<file path="config.mk">
export PLATFORM = sky130hd
export DESIGN_NAME = dcache_miss_ctrl
export DESIGN_NICKNAME = d
export VERILOG_FILES = /design/src/rtl/dcache_miss_ctrl.sv
export SDC_FILE = /design/constraint.sdc
export NUM_CORES = 1
export LEC_CHECK = 0
export BUFFER_PORTS_ARGS = -buffer_cell sky130_fd_sc_hd__buf_2
export CAP_MARGIN = 10
export CORE_ASPECT_RATIO = 0.6
export CORE_MARGIN = 2
export CORE_UTILIZATION = 40
export CTS_CLUSTER_DIAMETER = 150
export DETAILED_ROUTE_END_ITERATION = 10
export GPL_ROUTABILITY_DRIVEN = 0
export GPL_TIMING_DRIVEN = 0
export PLACE_DENSITY_LB_ADDON = 0.05
export SLEW_MARGIN = 10
export SYNTH_ARGS = -nofsm -noshare
export SYNTH_HDL_FRONTEND = slang
export SYNTH_SLANG_ARGS = --single-unit
</file>
<file path="constraint.sdc">
create_clock -name clk -period 3.7 [get_ports clk]
set_input_delay 0.74 -clock clk [delete_from_list [all_inputs] [get_ports clk]]
set_output_delay 0.74 -clock clk [all_outputs]
set_load 0.02 [all_outputs]
</file>
<file path="src/rtl/dcache_miss_ctrl.sv">
// Data-cache sequencer: forwards CPU requests to the cache, refills read misses from
// DRAM and writes every store through to DRAM via a single-entry write buffer.
module dcache_miss_ctrl #(
  parameter int MEM_SCALE = 27
) (
  input  logic                 clk,
  input  logic                 rst,
  input  logic [3:0]           cpu_oe,
  input  logic [MEM_SCALE-1:0] cpu_addr,
  input  logic [31:0]          cpu_wdata,
  input  logic [3:0]           cpu_we,
  output logic                 cpu_stall,
  output logic                 cpu_rvalid,
  output logic [31:0]          cpu_rdata,
  output logic [3:0]           cache_oe,
  output logic [3:0]           cache_we,
  input  logic                 cache_hit,
  input  logic [31:0]          cache_rdata,
  output logic                 load_oe,
  output logic [MEM_SCALE-1:0] load_addr,
  output logic [31:0]          load_wdata,
  output logic [3:0]           load_we,
  output logic                 mem_req,
  output logic                 mem_we,
  output logic [MEM_SCALE-1:0] mem_addr,
  output logic [31:0]          mem_wdata,
  output logic [3:0]           mem_wmask,
  input  logic                 mem_ack,
  input  logic                 mem_rvalid,
  input  logic [31:0]          mem_rdata,
  output logic [2:0]           dbg_state
);

  typedef enum logic [2:0] {
    S_IDLE  = 3'd0,
    S_DRAIN = 3'd1,
    S_MREQ  = 3'd2,
    S_MWAIT = 3'd3,
    S_FILL  = 3'd4,
    S_RESP  = 3'd5
  } state_t;

  state_t                 r_state;
  logic                   r_prev_oe;
  logic [MEM_SCALE-1:0]   r_ld_addr;
  logic [31:0]            r_fill_data;
  logic                   r_wb_full;
  logic [MEM_SCALE-1:0]   r_wb_addr;
  logic [31:0]            r_wb_data;
  logic [3:0]             r_wb_mask;

  logic                   w_idle;
  logic                   w_miss;
  logic                   w_wb_issue;
  logic                   w_drain_now;
  logic                   w_stall;
  logic                   w_ld_accept;
  logic                   w_st_accept;
  logic [1:0]             w_shift;
  logic [3:0]             w_st_mask;
  logic [31:0]            w_st_data;

  // Handshakes: a CPU request transfers when its valid bit (oe[0]/we[0]) is high and
  // cpu_stall is low; a DRAM request transfers when mem_req and mem_ack are both high.
  assign w_idle      = (r_state == S_IDLE);
  assign w_miss      = r_prev_oe & ~cache_hit;
  assign w_wb_issue  = r_wb_full & (w_idle | (r_state == S_DRAIN));
  assign w_drain_now = w_wb_issue & mem_ack;
  assign w_stall     = w_miss | ~w_idle | (cpu_we[0] & r_wb_full & ~w_drain_now);
  assign w_ld_accept = cpu_oe[0] & ~w_stall;
  assign w_st_accept = cpu_we[0] & ~w_stall;
  assign w_shift     = cpu_addr[1:0];
  assign w_st_mask   = cpu_we << w_shift;
  assign w_st_data   = cpu_wdata << {w_shift, 3'b000};

  always_ff @(posedge clk or posedge rst) begin
    if (rst) begin
      r_state     <= S_IDLE;
      r_prev_oe   <= 1'b0;
      r_ld_addr   <= '0;
      r_fill_data <= '0;
      r_wb_full   <= 1'b0;
      r_wb_addr   <= '0;
      r_wb_data   <= '0;
      r_wb_mask   <= '0;
    end else begin
      r_prev_oe <= w_ld_accept;
      if (w_ld_accept) r_ld_addr <= {cpu_addr[MEM_SCALE-1:2], 2'b00};
      // A store accepted in the drain cycle refills the buffer it just emptied.
      if (w_st_accept) begin
        r_wb_full <= 1'b1;
        r_wb_addr <= {cpu_addr[MEM_SCALE-1:2], 2'b00};
        r_wb_data <= w_st_data;
        r_wb_mask <= w_st_mask;
      end else if (w_drain_now) begin
        r_wb_full <= 1'b0;
      end
      case (r_state)
        S_IDLE:  if (w_miss) r_state <= (r_wb_full & ~w_drain_now) ? S_DRAIN : S_MREQ;
        S_DRAIN: if (~r_wb_full | w_drain_now) r_state <= S_MREQ;
        S_MREQ:  if (mem_ack) r_state <= S_MWAIT;
        S_MWAIT: if (mem_rvalid) begin
          r_fill_data <= mem_rdata;
          r_state     <= S_FILL;
        end
        S_FILL:  r_state <= S_RESP;
        S_RESP:  r_state <= S_IDLE;
        default: r_state <= S_IDLE;
      endcase
    end
  end

  always_comb begin
    cpu_stall  = w_stall;
    cache_oe   = cpu_oe & {4{~w_stall}};
    cache_we   = cpu_we & {4{~w_stall}};
    cpu_rvalid = 1'b0;
    cpu_rdata  = '0;
    if (r_state == S_RESP) begin
      cpu_rvalid = 1'b1;
      cpu_rdata  = r_fill_data;
    end else if (r_prev_oe & cache_hit) begin
      cpu_rvalid = 1'b1;
      cpu_rdata  = cache_rdata;
    end
    load_oe    = (r_state == S_FILL);
    load_addr  = load_oe ? r_ld_addr : '0;
    load_wdata = load_oe ? r_fill_data : '0;
    load_we    = load_oe ? 4'hF : 4'h0;
    mem_req    = w_wb_issue | (r_state == S_MREQ);
    mem_we     = w_wb_issue;
    mem_addr   = '0;
    mem_wdata  = '0;
    mem_wmask  = '0;
    if (w_wb_issue) begin
      mem_addr  = r_wb_addr;
      mem_wdata = r_wb_data;
      mem_wmask = r_wb_mask;
    end else if (r_state == S_MREQ) begin
      mem_addr = r_ld_addr;
    end
    dbg_state  = r_state;
  end

endmodule
</file>
==> results.sh <==
export IMPL_status="complete, no violations"
export IMPL_r2r_end="r_ld_addr[16]"
export IMPL_track_usage_pct=24.09
export IMPL_synth_main_ff_cell="dfrtp_1"
export IMPL_core_area_sq_um=16350
export IMPL_dp_hpwl_um=16780
export IMPL_ant_nets=0
export IMPL_drtIter0Drc=470
export IMPL_power_uw=7612
export IMPL_slew_headroom_pct=52.47
export IMPL_ys_seq_area_share_pct=45.76
export IMPL_overflow=0
export IMPL_end_kind="output port"
export IMPL_post_cts_setup_buffers=0
export IMPL_syn_mean_instance_area_sq_um=10.18
export IMPL_top_usage_layer="met1"
export IMPL_drtPass1Iterations=4
export IMPL_io_pins=310
export IMPL_die_y_um=104.4
export IMPL_crit_required_ps=2960
export IMPL_setup_viol=0
export IMPL_layout_common_cells="buf_2 (311), dfrtp_1 (123), nand2_1 (102)"
export IMPL_antenna_found_initial=2
export IMPL_h_tree_depth=4
export IMPL_die_w_um=171.4
export IMPL_utilization_pct=56.55
export IMPL_fin_cells=1233
export IMPL_rr_worst_depth=6
export IMPL_clockRootBuffer="clkbuf_16"
export IMPL_worstPathArrival_ps=2680
export IMPL_dp_cells=1201
export IMPL_dieArea_sq_um=17900
export IMPL_vdd_ir_drop_max_mv=0.4084
export IMPL_mostFrequentLayoutCell="buf_2"
export IMPL_vias=6042
export IMPL_clock_fmax_ghz=0.2925
export IMPL_ys_types=39
export IMPL_power_density_nw_per_um2=823.3
export IMPL_placementRows=36
export IMPL_async_reset_ff_share_pct=100.0
export IMPL_gr_usage_met1_pct=36.16
export IMPL_fin_nets=1128
export IMPL_rsz0062_at_grt="false"
export IMPL_grt_pass1_wl_um=32930
export IMPL_tightest_slew_ps=712.9
export IMPL_num_antenna_cells=0
export IMPL_vias_per_cell=4.900
export IMPL_start_kind="flop"
export IMPL_finalHoldViolCount=0
export IMPL_yosysWarnings=0
export IMPL_cp_max_fo=10
export IMPL_drc=0
export IMPL_io_buffers=305
export IMPL_ys_ff_latch=123
export IMPL_postSynthCellCount=661
export IMPL_synth_edf_count=0
export IMPL_path_class="flop to output port"
export IMPL_layout_drive_gt1_share_pct=45.87
export IMPL_cts_buffers=17
export IMPL_fin_setup_tns_ps=0
export IMPL_timing_final_ws_setup_ps=281.4
export IMPL_regToRegSetupSlack_ps=1480
export IMPL_grt_util_met2_pct=34.48
export IMPL_hold_path_class="input port to asynchronous set/reset pin"
export IMPL_drv_slew=0
export IMPL_cts_tree="done"
export IMPL_initial_utilization_pct=41.14
export IMPL_fin_crit_ps=3419
export IMPL_met3_usage_pct=6.240
export IMPL_skew_ps=10.29
export IMPL_clk_latency_ps=410
export IMPL_grt_max_degree=36
export IMPL_detailedPlace_worstSlack_ps=506.3
export IMPL_grt_pass1_vias=5846
export IMPL_drt_wl_total_um=21490
export IMPL_synthesis_area_sq_um=6726
export IMPL_p_leak_uw=0.005080
export IMPL_drv_cap=0
export IMPL_cts_sinks=123
export IMPL_wire_per_inst_um=17.43
export IMPL_clock_path_buffers=2
export IMPL_syn_to_final_growth_pct=37.46
export IMPL_fin_crit_sh_pct=92.39
export IMPL_timing_rr_start="dbg_state[1]"
export IMPL_clk_pin_slew_ps=60
## through the flow
| step | instance area, sq um | hold slack (ps) |
|---|---|---|
| finish | 9246 | 280.6 |
| global route | 9246 | 294.8 |
| CTS | 9244 | 276.4 |
| detailed placement | 8633 | 458.6 |
| global placement | 8553 | 456.8 |
| floorplan | 6741 | 439.8 |
## routing by layer
layer,part of all wire [%],vias to the layer above
met5,0.11,-
met4,1.0,4
met3,6.9,20
met2,42,201
met1,50,2892
li1,-,2925
## cell usage after synthesis, drive strengths merged, types with 2 or more instances
cell type / number / share of area (%)
nand3: 33 / 2.5
nor2: 12 / 0.67
dfrtp: 123 / 46
o31ai: 9 / 1.0
nand2: 102 / 5.7
nor2b: 14 / 1.3
buf: 28 / 3.0
mux2: 92 / 17
a22o: 25 / 3.3
and2: 66 / 6.1
clkbuf: 38 / 2.1
or2: 2 / 0.19
o21ai: 17 / 1.3
and3: 37 / 3.4
a21oi: 18 / 1.3
mux2i: 18 / 2.7
inv: 3 / 0.17
a211oi: 9 / 1.0
## state kept, by name, summed over array words and instances, names as in the netlist
name and flops:
r_ld_addr 25, r_wb_data 32, r_fill_data 32, r_prev_oe 1
r_wb_full 1, r_wb_mask 4, dbg_state 3, r_wb_addr 25
## power breakdown
part           switching (uW)  internal [uW]  leakage [uW]
clock network             628           1080      0.000282
registers                 404           2010       0.00150
logic                    1950           1540       0.00330
total                    2980           4630       0.00508
## layout make-up
type / count / area [sq um]
sequential: 123 / 3078
clock buffer: 19 / 442.9
buffer: 66 / 341.6
multi-input combinational: 472 / 3309
timing repair buffer: 309 / 1607
clock inverter: 13 / 167.7
inverter: 3 / 15.01
tap: 228 / 285.3
fill: 1552 / 7104
## cells by family (layout without fill, tap and decap cells)
group,Yosys count,in the layout,synth area share [%]
and+or+nand+nor,274,274,20.80
DFF,123,123,45.76
muxes,110,110,19.53
AOI/OAI and AO/OA,84,84,8.612
buffers and inverters,69,410,5.246
other,1,4,0.05575
## critical path, stage by stage (launching register included)
cell and delay (ps):
dfrtp_1 400, buf_6 150, nor2_2 350, and2_1 180, buf_2 240, buf_1 480
a22o_1 290, buf_2 180
## timing repair
item                       CTS  global route
setup endpoints to repair    0            19
gates resized for setup      0             1
hold endpoints to repair     0             0
hold buffers                 0             0
## worst max path at each step
stage / endpoint / slack, ps / depth (start not counted) / from
2_1_floorplan: cache_oe[1] / 970 / 4 / mem_ack
3_3_place_gp: mem_addr[18] / 500 / 6 / dbg_state[2]
3_5_place_dp: mem_addr[18] / 510 / 7 / dbg_state[1]
4_1_cts: mem_addr[18] / 60 / 7 / dbg_state[1]
5_1_grt: mem_addr[18] / 10 / 7 / dbg_state[1]
6_report: mem_addr[18] / 280 / 7 / dbg_state[1]
No activity file was read; power rests on OpenSTA's default activity.
